[config.mk]
export PLATFORM = sky130hd
export DESIGN_NAME = data_mem_responder_flat
export DESIGN_NICKNAME = d
export VERILOG_FILES = /design/src/rtl/data_mem_responder_if.sv /design/src/rtl/data_mem_responder.sv /design/src/flat_wrapper.sv
export SDC_FILE = /design/constraint.sdc
export NUM_CORES = 2
export LEC_CHECK = 0
export CORE_ASPECT_RATIO = 0.5
export CORE_MARGIN = 2
export CORE_UTILIZATION = 35
export CTS_CLUSTER_DIAMETER = 50
export DETAILED_ROUTE_END_ITERATION = 10
export GPL_TIMING_DRIVEN = 0
export PLACE_DENSITY = 0.58
export REMOVE_ABC_BUFFERS = 1
export SETUP_SLACK_MARGIN = 0.05
export SLEW_MARGIN = 20
export SYNTH_ARGS = -nofsm -noshare
export SYNTH_HDL_FRONTEND = slang
export SYNTH_SLANG_ARGS = --single-unit
[constraint.sdc]
create_clock -name clk -period 10.8 [get_ports clk]
set_clock_uncertainty 0.2 [all_clocks]
set_input_delay 3.24 -clock clk [delete_from_list [all_inputs] [get_ports clk]]
set_output_delay 3.24 -clock clk [all_outputs]
set_load 0.02 [all_outputs]
[src/rtl/data_mem_responder_if.sv]
// Request/response bundle between the MEM stage and the data memory.
// Master is the MEM stage, slave is data_mem_responder.
interface data_mem_responder_if #(
  parameter int ADDR_WIDTH = 32,
  parameter int DATA_WIDTH = 32
);
  logic                  req_valid;
  logic                  req_ready;
  logic                  req_write;
  logic [ADDR_WIDTH-1:0] req_addr;
  logic [DATA_WIDTH-1:0] req_wdata;
  logic [1:0]            req_size;
  logic                  req_unsigned;
  logic                  resp_valid;
  logic                  resp_ready;
  logic [DATA_WIDTH-1:0] resp_rdata;
  logic                  resp_err;

  modport master (
    output req_valid,
    output req_write,
    output req_addr,
    output req_wdata,
    output req_size,
    output req_unsigned,
    output resp_ready,
    input  req_ready,
    input  resp_valid,
    input  resp_rdata,
    input  resp_err
  );

  modport slave (
    input  req_valid,
    input  req_write,
    input  req_addr,
    input  req_wdata,
    input  req_size,
    input  req_unsigned,
    input  resp_ready,
    output req_ready,
    output resp_valid,
    output resp_rdata,
    output resp_err
  );
endinterface

[src/rtl/data_mem_responder.sv]
// Multi-cycle data memory with lane steering and load extension.
// Define DMEM_MISALIGN_TRAP_EN to fault misaligned half/word accesses.
module data_mem_responder #(
  parameter int ADDR_WIDTH = 32,
  parameter int DATA_WIDTH = 32,
  parameter int NUM_LOCS   = 64,
  parameter int LATENCY    = 2
) (
  input logic clk,
  input logic rstn,
  data_mem_responder_if.slave bus
);

  localparam int IW = $clog2(NUM_LOCS);
  localparam int WW = ADDR_WIDTH - 2;
  localparam logic [WW-1:0] NLOC = WW'(NUM_LOCS);
  localparam logic [3:0] CNT_INIT =
    4'(LATENCY > 0 ? LATENCY - 1 : 0);

  typedef enum logic [1:0] {
    S_IDLE,
    S_WAIT,
    S_RESP
  } state_t;

  state_t                state_q;
  logic [3:0]            cnt_q;
  logic                  req_ready_q;
  logic                  resp_valid_q;
  logic                  resp_err_q;
  logic [DATA_WIDTH-1:0] rdata_q;

  logic                  write_q;
  logic [ADDR_WIDTH-1:0] addr_q;
  logic [DATA_WIDTH-1:0] wdata_q;
  logic [1:0]            size_q;
  logic                  uns_q;

  logic [DATA_WIDTH-1:0] mem [NUM_LOCS];

  // While idle the request is used straight from the bus so a
  // zero-latency access can complete on its acceptance edge.
  logic                  write_d;
  logic [ADDR_WIDTH-1:0] addr_d;
  logic [DATA_WIDTH-1:0] wdata_d;
  logic [1:0]            size_d;
  logic                  uns_d;

  logic                  go_resp;
  logic [WW-1:0]         word_idx;
  logic [IW-1:0]         mem_idx;
  logic                  range_err;
  logic                  size_err;
  logic                  mis_err;
  logic                  err;
  logic [1:0]            off;
  logic [3:0]            be;
  logic [DATA_WIDTH-1:0] wd;
  logic [DATA_WIDTH-1:0] rd_word;
  logic [DATA_WIDTH-1:0] sh;
  logic [DATA_WIDTH-1:0] ld_val;
  logic [DATA_WIDTH-1:0] resp_d;
  logic                  we;

  // Select the live request or the captured one.
  always_comb begin
    if (state_q == S_IDLE) begin
      write_d = bus.req_write;
      addr_d  = bus.req_addr;
      wdata_d = bus.req_wdata;
      size_d  = bus.req_size;
      uns_d   = bus.req_unsigned;
    end else begin
      write_d = write_q;
      addr_d  = addr_q;
      wdata_d = wdata_q;
      size_d  = size_q;
      uns_d   = uns_q;
    end
  end

  assign word_idx  = addr_d[ADDR_WIDTH-1:2];
  assign mem_idx   = word_idx[IW-1:0];
  assign range_err = (word_idx >= NLOC);

  // Size decode: lane offset, byte enables, replicated write data.
  always_comb begin
    size_err = 1'b0;
    mis_err  = 1'b0;
    off      = addr_d[1:0];
    be       = 4'b0000;
    wd       = wdata_d;
    unique case (size_d)
      2'b00: begin
        be = 4'b0001 << off;
        wd = {4{wdata_d[7:0]}};
      end
      2'b01: begin
`ifdef DMEM_MISALIGN_TRAP_EN
        mis_err = addr_d[0];
`endif
        off = {addr_d[1], 1'b0};
        be  = 4'b0011 << off;
        wd  = {2{wdata_d[15:0]}};
      end
      2'b10: begin
`ifdef DMEM_MISALIGN_TRAP_EN
        mis_err = |addr_d[1:0];
`endif
        off = 2'b00;
        be  = 4'b1111;
      end
      default: size_err = 1'b1;
    endcase
  end

  assign err = range_err | size_err | mis_err;

  assign go_resp =
    ((state_q == S_IDLE) && bus.req_valid && (LATENCY == 0)) ||
    ((state_q == S_WAIT) && (cnt_q == 4'd0));

  assign we = go_resp && write_d && !err;

  assign rd_word = mem[mem_idx];
  assign sh      = rd_word >> {off, 3'b000};

  // Shift the selected lanes down and extend to full width.
  always_comb begin
    ld_val = sh;
    unique case (1'b1)
      size_d == 2'b00:
        ld_val = uns_d ? {24'd0, sh[7:0]}
                       : {{24{sh[7]}}, sh[7:0]};
      size_d == 2'b01:
        ld_val = uns_d ? {16'd0, sh[15:0]}
                       : {{16{sh[15]}}, sh[15:0]};
      default: ld_val = sh;
    endcase
  end

  assign resp_d = (write_d || err) ? '0 : ld_val;

  // Byte-lane store; rstn gating keeps a reset edge from committing.
  always_ff @(posedge clk) begin
    if (rstn && we) begin
      for (int i = 0; i < 4; i++) begin
        if (be[i]) mem[mem_idx][8*i +: 8] <= wd[8*i +: 8];
      end
    end
  end

  // Handshake FSM with registered outputs.
  always_ff @(posedge clk or negedge rstn) begin
    if (!rstn) begin
      state_q      <= S_IDLE;
      cnt_q        <= 4'd0;
      req_ready_q  <= 1'b1;
      resp_valid_q <= 1'b0;
      resp_err_q   <= 1'b0;
      rdata_q      <= '0;
      write_q      <= 1'b0;
      addr_q       <= '0;
      wdata_q      <= '0;
      size_q       <= 2'b00;
      uns_q        <= 1'b0;
    end else begin
      unique case (state_q)
        S_IDLE: begin
          if (bus.req_valid) begin
            write_q     <= bus.req_write;
            addr_q      <= bus.req_addr;
            wdata_q     <= bus.req_wdata;
            size_q      <= bus.req_size;
            uns_q       <= bus.req_unsigned;
            req_ready_q <= 1'b0;
            if (go_resp) begin
              state_q      <= S_RESP;
              resp_valid_q <= 1'b1;
              resp_err_q   <= err;
              rdata_q      <= resp_d;
            end else begin
              state_q <= S_WAIT;
              cnt_q   <= CNT_INIT;
            end
          end
        end
        S_WAIT: begin
          if (go_resp) begin
            state_q      <= S_RESP;
            resp_valid_q <= 1'b1;
            resp_err_q   <= err;
            rdata_q      <= resp_d;
          end else begin
            cnt_q <= cnt_q - 4'd1;
          end
        end
        S_RESP: begin
          if (bus.resp_ready) begin
            state_q      <= S_IDLE;
            resp_valid_q <= 1'b0;
            req_ready_q  <= 1'b1;
          end
        end
        default: begin
          state_q      <= S_IDLE;
          req_ready_q  <= 1'b1;
          resp_valid_q <= 1'b0;
        end
      endcase
    end
  end

  assign bus.req_ready  = req_ready_q;
  assign bus.resp_valid = resp_valid_q;
  assign bus.resp_rdata = rdata_q;
  assign bus.resp_err   = resp_err_q;

endmodule

[src/flat_wrapper.sv]
// flat-port wrapper written by rule: the top's interface ports become plain ports
module data_mem_responder_flat 
#(
  parameter int ADDR_WIDTH = 32,
  parameter int DATA_WIDTH = 32,
  parameter int NUM_LOCS   = 64,
  parameter int LATENCY    = 2
)
  (clk, rstn, bus_req_valid, bus_req_write, bus_req_addr, bus_req_wdata, bus_req_size, bus_req_unsigned, bus_resp_ready, bus_req_ready, bus_resp_valid, bus_resp_rdata, bus_resp_err);
  data_mem_responder_if #(.ADDR_WIDTH(ADDR_WIDTH), .DATA_WIDTH(DATA_WIDTH)) bus_i ();
  input logic clk;
  input logic rstn;
  input wire logic [$bits(bus_i.req_valid)-1:0] bus_req_valid;
  input wire logic [$bits(bus_i.req_write)-1:0] bus_req_write;
  input wire logic [$bits(bus_i.req_addr)-1:0] bus_req_addr;
  input wire logic [$bits(bus_i.req_wdata)-1:0] bus_req_wdata;
  input wire logic [$bits(bus_i.req_size)-1:0] bus_req_size;
  input wire logic [$bits(bus_i.req_unsigned)-1:0] bus_req_unsigned;
  input wire logic [$bits(bus_i.resp_ready)-1:0] bus_resp_ready;
  output wire logic [$bits(bus_i.req_ready)-1:0] bus_req_ready;
  output wire logic [$bits(bus_i.resp_valid)-1:0] bus_resp_valid;
  output wire logic [$bits(bus_i.resp_rdata)-1:0] bus_resp_rdata;
  output wire logic [$bits(bus_i.resp_err)-1:0] bus_resp_err;
  assign bus_i.req_valid = bus_req_valid;
  assign bus_i.req_write = bus_req_write;
  assign bus_i.req_addr = bus_req_addr;
  assign bus_i.req_wdata = bus_req_wdata;
  assign bus_i.req_size = bus_req_size;
  assign bus_i.req_unsigned = bus_req_unsigned;
  assign bus_i.resp_ready = bus_resp_ready;
  assign bus_req_ready = bus_i.req_ready;
  assign bus_resp_valid = bus_i.resp_valid;
  assign bus_resp_rdata = bus_i.resp_rdata;
  assign bus_resp_err = bus_i.resp_err;
  data_mem_responder #(.ADDR_WIDTH(ADDR_WIDTH), .DATA_WIDTH(DATA_WIDTH), .NUM_LOCS(NUM_LOCS), .LATENCY(LATENCY)) u_core (.clk(clk), .rstn(rstn), .bus(bus_i));
endmodule
==> results.txt <==
Outcome - finished, final reports clean
All-layer global routing usage - 0.212
Pwr Total - 34.3 mW
Area of the multi-input gates - 18,600 um^2
Layout cells sized above 1 - 0.168
Setup CP Type - in -> reg
Routed wire per std cell - 29.4 um
Crit start category - input pin
Achievable frequency - 105 MHz
Worst EP arrival - 10,080 ps
DP Area - 93,200 um^2
Crit path cell chain - clkdlybuf4s50_1, nor3b_4, nor2_4, buf_16, buf_12, nand2_4, buf_12, buf_12, buf_12, buf_16, o221ai_1, nor4_1, o22ai_1, or4_4, o22ai_1, o21ai_1, a21oi_1
DIE WIDTH - 693 um
Number of gates resized after cts - 0
Worst Setup SP - bus_req_addr[2]
Largest net degree at the start of global routing - 90
Max Transition Viols Final - 0
Critical path's slowest cell - nor3b_4
Num CTS Buffers - 204
CTS tree - yes
Main synth FF type - edfxtp_1
Rel. slew slack - 0.209
YS warnings - 0
EDFF count, synth - 2,048
CTS root buf - clkbuf_16
Met2 WL - 119,000 um
Initial DRC count - 7,469
Crit-path most repeated cell - buf_12
Final hold slack - 305 ps
Placed Instances - 8,582
Placer Congestion - 0.855
Vias per cell - 5.92
Endpoints failing hold - 0
CP required - 11,370 ps
Longest Clk Path Bufs - 3
Starting density of the core - 0.352
Max Used Layer - met5
Die Footprint - 242,000 um^2
Top post-synthesis cells by area - edfxtp_1 (74%), o22ai_1 (4.5%), dfrtp_1 (3.3%)
Syn Std Cell Area - 83,100 um^2
Hold Path Class - reg -> reg
Syn_area_per_cell - 15.4 um^2
Tcrit/Tclk final - 0.881
RSZ-0062 raised after global routing - false
CTS H-tree lvls - 4
Clock Pin Slew Worst Setup and Hold Paths - 60 ps
Core Area - 236,000 um^2
Final wirelength - 263,000 um
Area Overhead vs Synth - 19.7%
Post-synth top cells - edfxtp_1 (2,048), nand2_1 (618), o22ai_1 (601)
Final Util - 0.422
Fill count - 20,700
Dpl ws - 548 ps
WP buf/inv - 7
CTS sink cnt - 2,157
Row cnt - 126
Cell class contributing the biggest share of worst-path delay - simple AND/OR/NAND/NOR gates
Yosys top cell area share - 0.740
Met3 Wirelength - 26,400 um
Gr ovfl total - 0
Max Cap Viol - 0
Post-CTS setup buffer count - 0
R2r startpoint - u_core.state_q[0]
Hold Startpoint - u_core.bus.req_ready
Drt pass-1 iters - 7
DRC - 0
Setup Total Neg Slack - 0 ps
P_leak - 31.6 nW
Post-synth top area cell - edfxtp_1
Cell variety after synth - 88
Period minus WS final - 9520 ps
ANT nets after route - 0
Synth Register Bits - 2,157
Post-CTS Hold Fix Bufs - 0
Post-Layout Cell Count - 8,957
Die Span Y - 349 um
Port Buffers - 106
Post-DP HPWL - 173,000 um
Post-route setup slack - 1280 ps
Most common cell in the synthesized netlist - edfxtp_1
Async SR Flop Fraction - 0.0505
Via count - 53,000
Post-route cell area - 99,500 um^2
Final setup viols - 0
Number of global-route vias before repair - 50,000
Top Ports - 107
First-pass GRT wire length - 373,000 um
Storage element area - 64,200 um^2
Sequential area share after synthesis - 0.773
Max FO, Critical Path - 38
Setup crit end kind - flop
Total Nets Final - 5,730
Worst-case vdd ir drop - 0.313 mV
CP max stage delay - 1000 ps
Least-Margin Pin Slew - 1180 ps
Worst skew pair latency - 860 ps
Power per Cell Area - 344 nW/um^2
M1 WL - 108,000 um
Post-Syn Instances - 5,399
Initial antenna violation count - 17
[flip-flops by register name, indices dropped and copies added, names as in the netlist]
name,count
u_core.addr_q,32
u_core.bus.req_ready,1
u_core.bus.resp_err,1
u_core.bus.resp_rdata,32
u_core.bus.resp_valid,1
u_core.cnt_q,4
u_core.mem,2048
u_core.size_q,2
u_core.state_q,2
u_core.uns_q,1
u_core.wdata_q,32
u_core.write_q,1
[cell families after synthesis]
logic type / share of synthesized area
and+or+nand+nor: 0.0792
buffers and inverters: 0.0239
adders and majority gates: 0.000903
xor gates and xnor gates: 0.000211
muxes: 0.0197
DFF: 0.773
AOI/OAI and AO/OA: 0.103
[worst reg2reg max path: stages, from the launching register on]
cell and delay (ps):
dfrtp_2 690, nor2_4 700, buf_12 280, buf_12 240, mux2i_1 620, inv_1 150, ha_1 380, nor4_1 270
nand4_1 140, nor4_1 810, nor4bb_4 880, o21ai_4 350, buf_16 280, buf_16 190, buf_16 180, nor3_2 720
[final timing paths]
kind | cells past startpoint | slack, ps | end
max | 17 | 1280 | u_core.bus.resp_rdata[16]
min | 2 | 310 | u_core.bus.req_ready
max reg2reg | 15 | 3340 | u_core.mem[2][19]
min reg2reg | 2 | 310 | u_core.bus.req_ready
max in group asynchronous | 2 | 7520 | u_core.bus.resp_rdata[18]
min in group asynchronous | 1 | 2080 | u_core.wdata_q[4]
[cell type report]
cell class | count | share of cell area
inverter | 12 | 0.000453
timing repair buffer | 441 | 0.0643
antenna | 4 | 0.000101
sequential | 2157 | 0.645
tap | 3136 | 0.0394
clock buffer | 272 | 0.0561
clock inverter | 99 | 0.00764
multi-input combinational | 2836 | 0.187
[routing by layer]
metal  GRT usage  vias up
met5           0        -
met3      0.0392      511
met2       0.327     2999
met4      0.0811        6
met1       0.298    27200
li1            -    22200
[report_power, final]
part / switching (mW) / total [mW] / internal [mW]
Combinational: 10.5 / 14.9 / 4.45
Sequential: 0.187 / 12.4 / 12.2
Clock: 3.12 / 6.98 / 3.86
Total: 13.8 / 34.3 / 20.5
[cell usage in the layout (no fill, tap or decap), types with 77 or more instances in the layout]
cell,Yosys,final
nor3_1,289,95
nor3_2,0,194
clkbuf_16,0,214
mux2i_1,81,77
buf_16,0,100
edfxtp_1,2048,2048
nand2_1,618,596
clkdlybuf4s50_1,0,105
o221ai_1,80,79
nor2_1,212,200
o22ai_1,601,601
dfrtp_1,108,106
buf_4,29,125
nand3_1,99,97
Power figures use the tool's default switching activity.
